**config.mk**
```make
export PLATFORM = sky130hd
export DESIGN_NAME = c_drain
export DESIGN_NICKNAME = d
export VERILOG_FILES = /design/src/rtl/c_drain.sv
export SDC_FILE = /design/constraint.sdc
export NUM_CORES = 1
export LEC_CHECK = 0
export ABC_CLOCK_PERIOD_IN_PS = 5100
export CORE_MARGIN = 1.5
export CORE_UTILIZATION = 30
export DETAILED_ROUTE_END_ITERATION = 8
export DONT_BUFFER_PORTS = 1
export PLACE_DENSITY = 0.51
export REMOVE_ABC_BUFFERS = 1
export SETUP_SLACK_MARGIN = 0.15
export SLEW_MARGIN = 0
export SYNTH_ARGS = -nofsm -noshare
export SYNTH_HDL_FRONTEND = slang
export SYNTH_SLANG_ARGS = --single-unit
```
**constraint.sdc**
```tcl
create_clock -name clk -period 5.1 [get_ports clk]
set_clock_uncertainty 0.1 [all_clocks]
set_input_delay 0.51 -clock clk [delete_from_list [all_inputs] [get_ports clk]]
set_output_delay 0.51 -clock clk [all_outputs]
set_load 0.05 [all_outputs]
```
**src/rtl/c_drain.sv**
```systemverilog
// Result-matrix drain: snapshots the four C entries on start, then streams them
// out over valid/ready with storage-address tags so C storage can be reused.
module c_drain #(
  parameter int width     = 32,
  parameter int COL_MAJOR = 0
) (
  input  logic             clk,
  input  logic             reset,
  input  logic             start,
  input  logic [width-1:0] c1,
  input  logic [width-1:0] c2,
  input  logic [width-1:0] c3,
  input  logic [width-1:0] c4,
  input  logic             out_ready,
  output logic             out_valid,
  output logic [width-1:0] out_data,
  output logic [1:0]       out_idx,
  output logic             out_last,
  output logic             busy,
  output logic             done,
  output logic             overrun
);

  localparam logic [1:0] S_IDLE = 2'd0;
  localparam logic [1:0] S_SEND = 2'd1;
  localparam logic [1:0] S_DONE = 2'd2;

  logic [1:0]                  state_q, state_d;
  logic [1:0]                  cnt_q, cnt_d;
  logic [3:0][width-1:0]       buf_q, buf_d;
  logic                        ovr_q, ovr_d;
  logic [3:0][width-1:0]       c_in;
  logic [1:0]                  idx_w;
  logic                        send_w;

  assign c_in = {c4, c3, c2, c1};

  always_comb begin
    state_d = state_q;
    cnt_d   = cnt_q;
    buf_d   = buf_q;
    ovr_d   = ovr_q;
    case (state_q)
      S_SEND: begin
        // A start mid-frame is dropped; the snapshot belongs to the frame in flight.
        if (start) ovr_d = 1'b1;
        if (out_ready) begin
          if (cnt_q == 2'd3) state_d = S_DONE;
          else               cnt_d   = cnt_q + 2'd1;
        end
      end
      default: begin
        if (start) begin
          buf_d   = c_in;
          cnt_d   = 2'd0;
          state_d = S_SEND;
        end else begin
          state_d = S_IDLE;
        end
      end
    endcase
  end

  always_ff @(posedge clk or posedge reset) begin
    if (reset) begin
      state_q <= S_IDLE;
      cnt_q   <= 2'd0;
      buf_q   <= '0;
      ovr_q   <= 1'b0;
    end else begin
      state_q <= state_d;
      cnt_q   <= cnt_d;
      buf_q   <= buf_d;
      ovr_q   <= ovr_d;
    end
  end

  // Column-major order 0,2,1,3 is just the counter with its bits swapped.
  assign idx_w  = (COL_MAJOR != 0) ? {cnt_q[0], cnt_q[1]} : cnt_q;
  assign send_w = (state_q == S_SEND);

  always_comb begin
    out_valid = send_w;
    out_idx   = send_w ? idx_w : 2'd0;
    out_data  = send_w ? buf_q[idx_w] : '0;
    out_last  = send_w && (cnt_q == 2'd3);
    busy      = send_w;
    done      = (state_q == S_DONE);
    overrun   = ovr_q;
  end

endmodule

```
==> impl_metrics.ini <==
[sta]
period_minus_slack_ps = 3230
hold-worst-slack_ps = 36.1
rsz0062_at_grt = false
finalMaxSlewViolations = 0
fin_setup_tns_ps = 0
setup-violations-final = 0
relSlewSlack_pct = 33.4
layout_setup_ws_ps = 1870
worst-slew-pin-transition_ps = 997
hold_violations = 0
period_share_pct = 63.3
fmax_mhz = 310

[global_route]
grt.overflow.total = 0
grt_max_degree = 97
grt_busiest_layer = met2
grtUsageTotal_pct = 12.6
grtUsageMet3_pct = 5.19
antenna_found_initial = 1
grtUsageMet2_pct = 19.4
grt_pass1_vias = 3444
grt_first_pass_wirelength_um = 20200
grt_util_met1_pct = 15.5

[cts]
root_buffer = clkbuf_16
cts.reportedPaths.clkPinSlew_ps = 60
numClockSinks = 133
post-cts-setup-buffer-count = 0
cts_resized = 0
cts_buffers = 17
clock_path_buffers = 2
insertion_delay_ps = 410
htreeDepth = 4
cts_tree = yes
hold_buffers = 0

[floorplan]
rows = 51
die_w_um = 145
die_h_um = 145
die_area_sq_um = 21100
start_util_pct = 30.9
coreArea_sq_um = 19700
num_io_pins = 171

[synthesis]
synth_seq_cells = 133
synthCells = 370
synth_edf_count = 0
yosysWarnings = 0
ys_seq_area_share_pct = 54.8
synthDistinctLibCells = 21
avgSynthCellArea_sq_um = 16.4
synth_ff_type = dfrtp_1
async_flop_share_pct = 100
syn-cell-area_sq_um = 6070

[detailed_routing]
firstDrtPassIters = 4
wl_per_cell_um = 19.6
dr.first_iter.drc_count = 81
drc = 0
via_count = 3075
via_per_inst = 4.76
antenna_left = 0
wl_um = 12700

[critical_path]
cp-end-kind = output pin
critPathLaunchType = register
worst_ep_required_time_ps = 4490
cp_max_fo = 19
critPathKind = register to output pin
cp.arrival_ps = 2620

[finish]
multiInputGateArea_sq_um = 2490
fin_cells = 646
nets = 501
regArea_sq_um = 3330
final.fill_count = 1945
layout-drive-gt1-share_pct = 52.2
syn2layout_area_growth_pct = 12.3
num_antenna_cells = 0

[flow_run]
maxCapViolCount = 0

[min_path]
hp-class = input pin to asynchronous set/reset pin

[placement]
dp_hpwl_um = 8760
portBuffers = 0
place_inst = 614
post-place-ws_ps = 2230
place.gp.congestion = 0.714

[run_status]
status = complete, no violations

[power]
irDropWorstVdd_uv = 440
power_leakage_nw = 2.82
power_density_nw_per_um2 = 855
total_power_mw = 5.83
==> where the power goes <==
part,internal (mW),switching (mW)
registers,1.59,0.316
clock network,0.770,0.470
logic,1.05,1.63
==> metrics by stage <==
stage                     util (%)  area [sq um]
after floorplan                  -          5820
after global placement        31.6          6210
after detailed placement      31.6          6210
after CTS                     34.7          6820
after global routing          34.7          6820
final                         34.7          6820
==> area by class of cell <==
| type | count | share of cell area, % |
|---|---|---|
| flip-flops and latches | 133 | 48.9 |
| multi-input cells | 208 | 36.6 |
| clock buffers | 17 | 6.24 |
| well taps | 265 | 4.86 |
| clock inverters | 15 | 2.61 |
| repair buffers | 6 | 0.661 |
| inverters | 2 | 0.184 |
==> cell families (layout without fill, tap and decap cells) <==
family          count (synthesis)  in the layout  synth area share (%)
buf+inv                        29             40                  4.20
fa+ha+maj                       1              1                 0.206
simple gates                   43             43                  4.33
compound gates                  3              3                 0.412
flops                         133            133                  54.8
mux                           161            161                  36.0
==> cell usage after synthesis, types with 2 or more instances <==
cell type / n / area share [%]
mux4_1: 4 / 1.7
clkbuf_1: 4 / 0.25
buf_4: 5 / 0.62
inv_1: 2 / 0.12
a21o_1: 2 / 0.25
buf_2: 4 / 0.33
buf_6: 12 / 2.2
dfrtp_1: 133 / 55
mux4_2: 28 / 10
buf_12: 2 / 0.66
mux2_2: 128 / 24
nor2_1: 2 / 0.12
nor2b_1: 2 / 0.21
and2_1: 35 / 3.6
==> worst max-delay path: stages, from the launching register on <==
cell,delay [ps]
dfrtp_2,760
buf_4,470
mux4_1,620
and2_1,350
==> sequential cells by signal (all words and copies together) (netlist names) <==
signal	flops
cnt_q	2
buf_q	128
state_q	2
overrun	1
==> final timing paths <==
kind	start	to	slack, ps	depth (start not counted)
setup / recovery	cnt_q[0]	out_data[28]	1870	3
hold / removal	reset	buf_q[82]	40	1
setup reg to reg	state_q[1]	buf_q[19]	2940	4
hold reg to reg	buf_q[74]	buf_q[74]	400	1
max in group asynchronous	reset	cnt_q[0]	3770	2
min in group clk	start	overrun	120	1
==> routing by layer <==
metal / up-vias / routed length, um
li1: 1351 / -
met1: 1597 / 5460
met2: 110 / 6110
met3: 15 / 883
met4: 2 / 212
met5: - / 14
==> cells in the final DEF (no fill, tap or decap) <==
cell	synthesis	final
dfrtp_1	133	131
nand2b_1	1	1
nor3b_1	1	1
and3_1	1	1
inv_6	0	4
clkinv_2	0	3
buf_4	5	6
clkinvlp_4	0	5
inv_2	0	1
ha_1	1	1
clkbuf_16	0	17
a21o_1	2	2
and2_1	35	35
mux4_1	4	4
nand2_4	0	1
nor2b_1	2	2
a32o_1	1	1
nor2_1	2	2
mux2i_1	1	1
dfrtp_2	0	2
mux4_2	28	28
mux2_2	128	128
bufinv_16	0	3
clkinv_4	0	1
(Power assumes the default switching activity.)
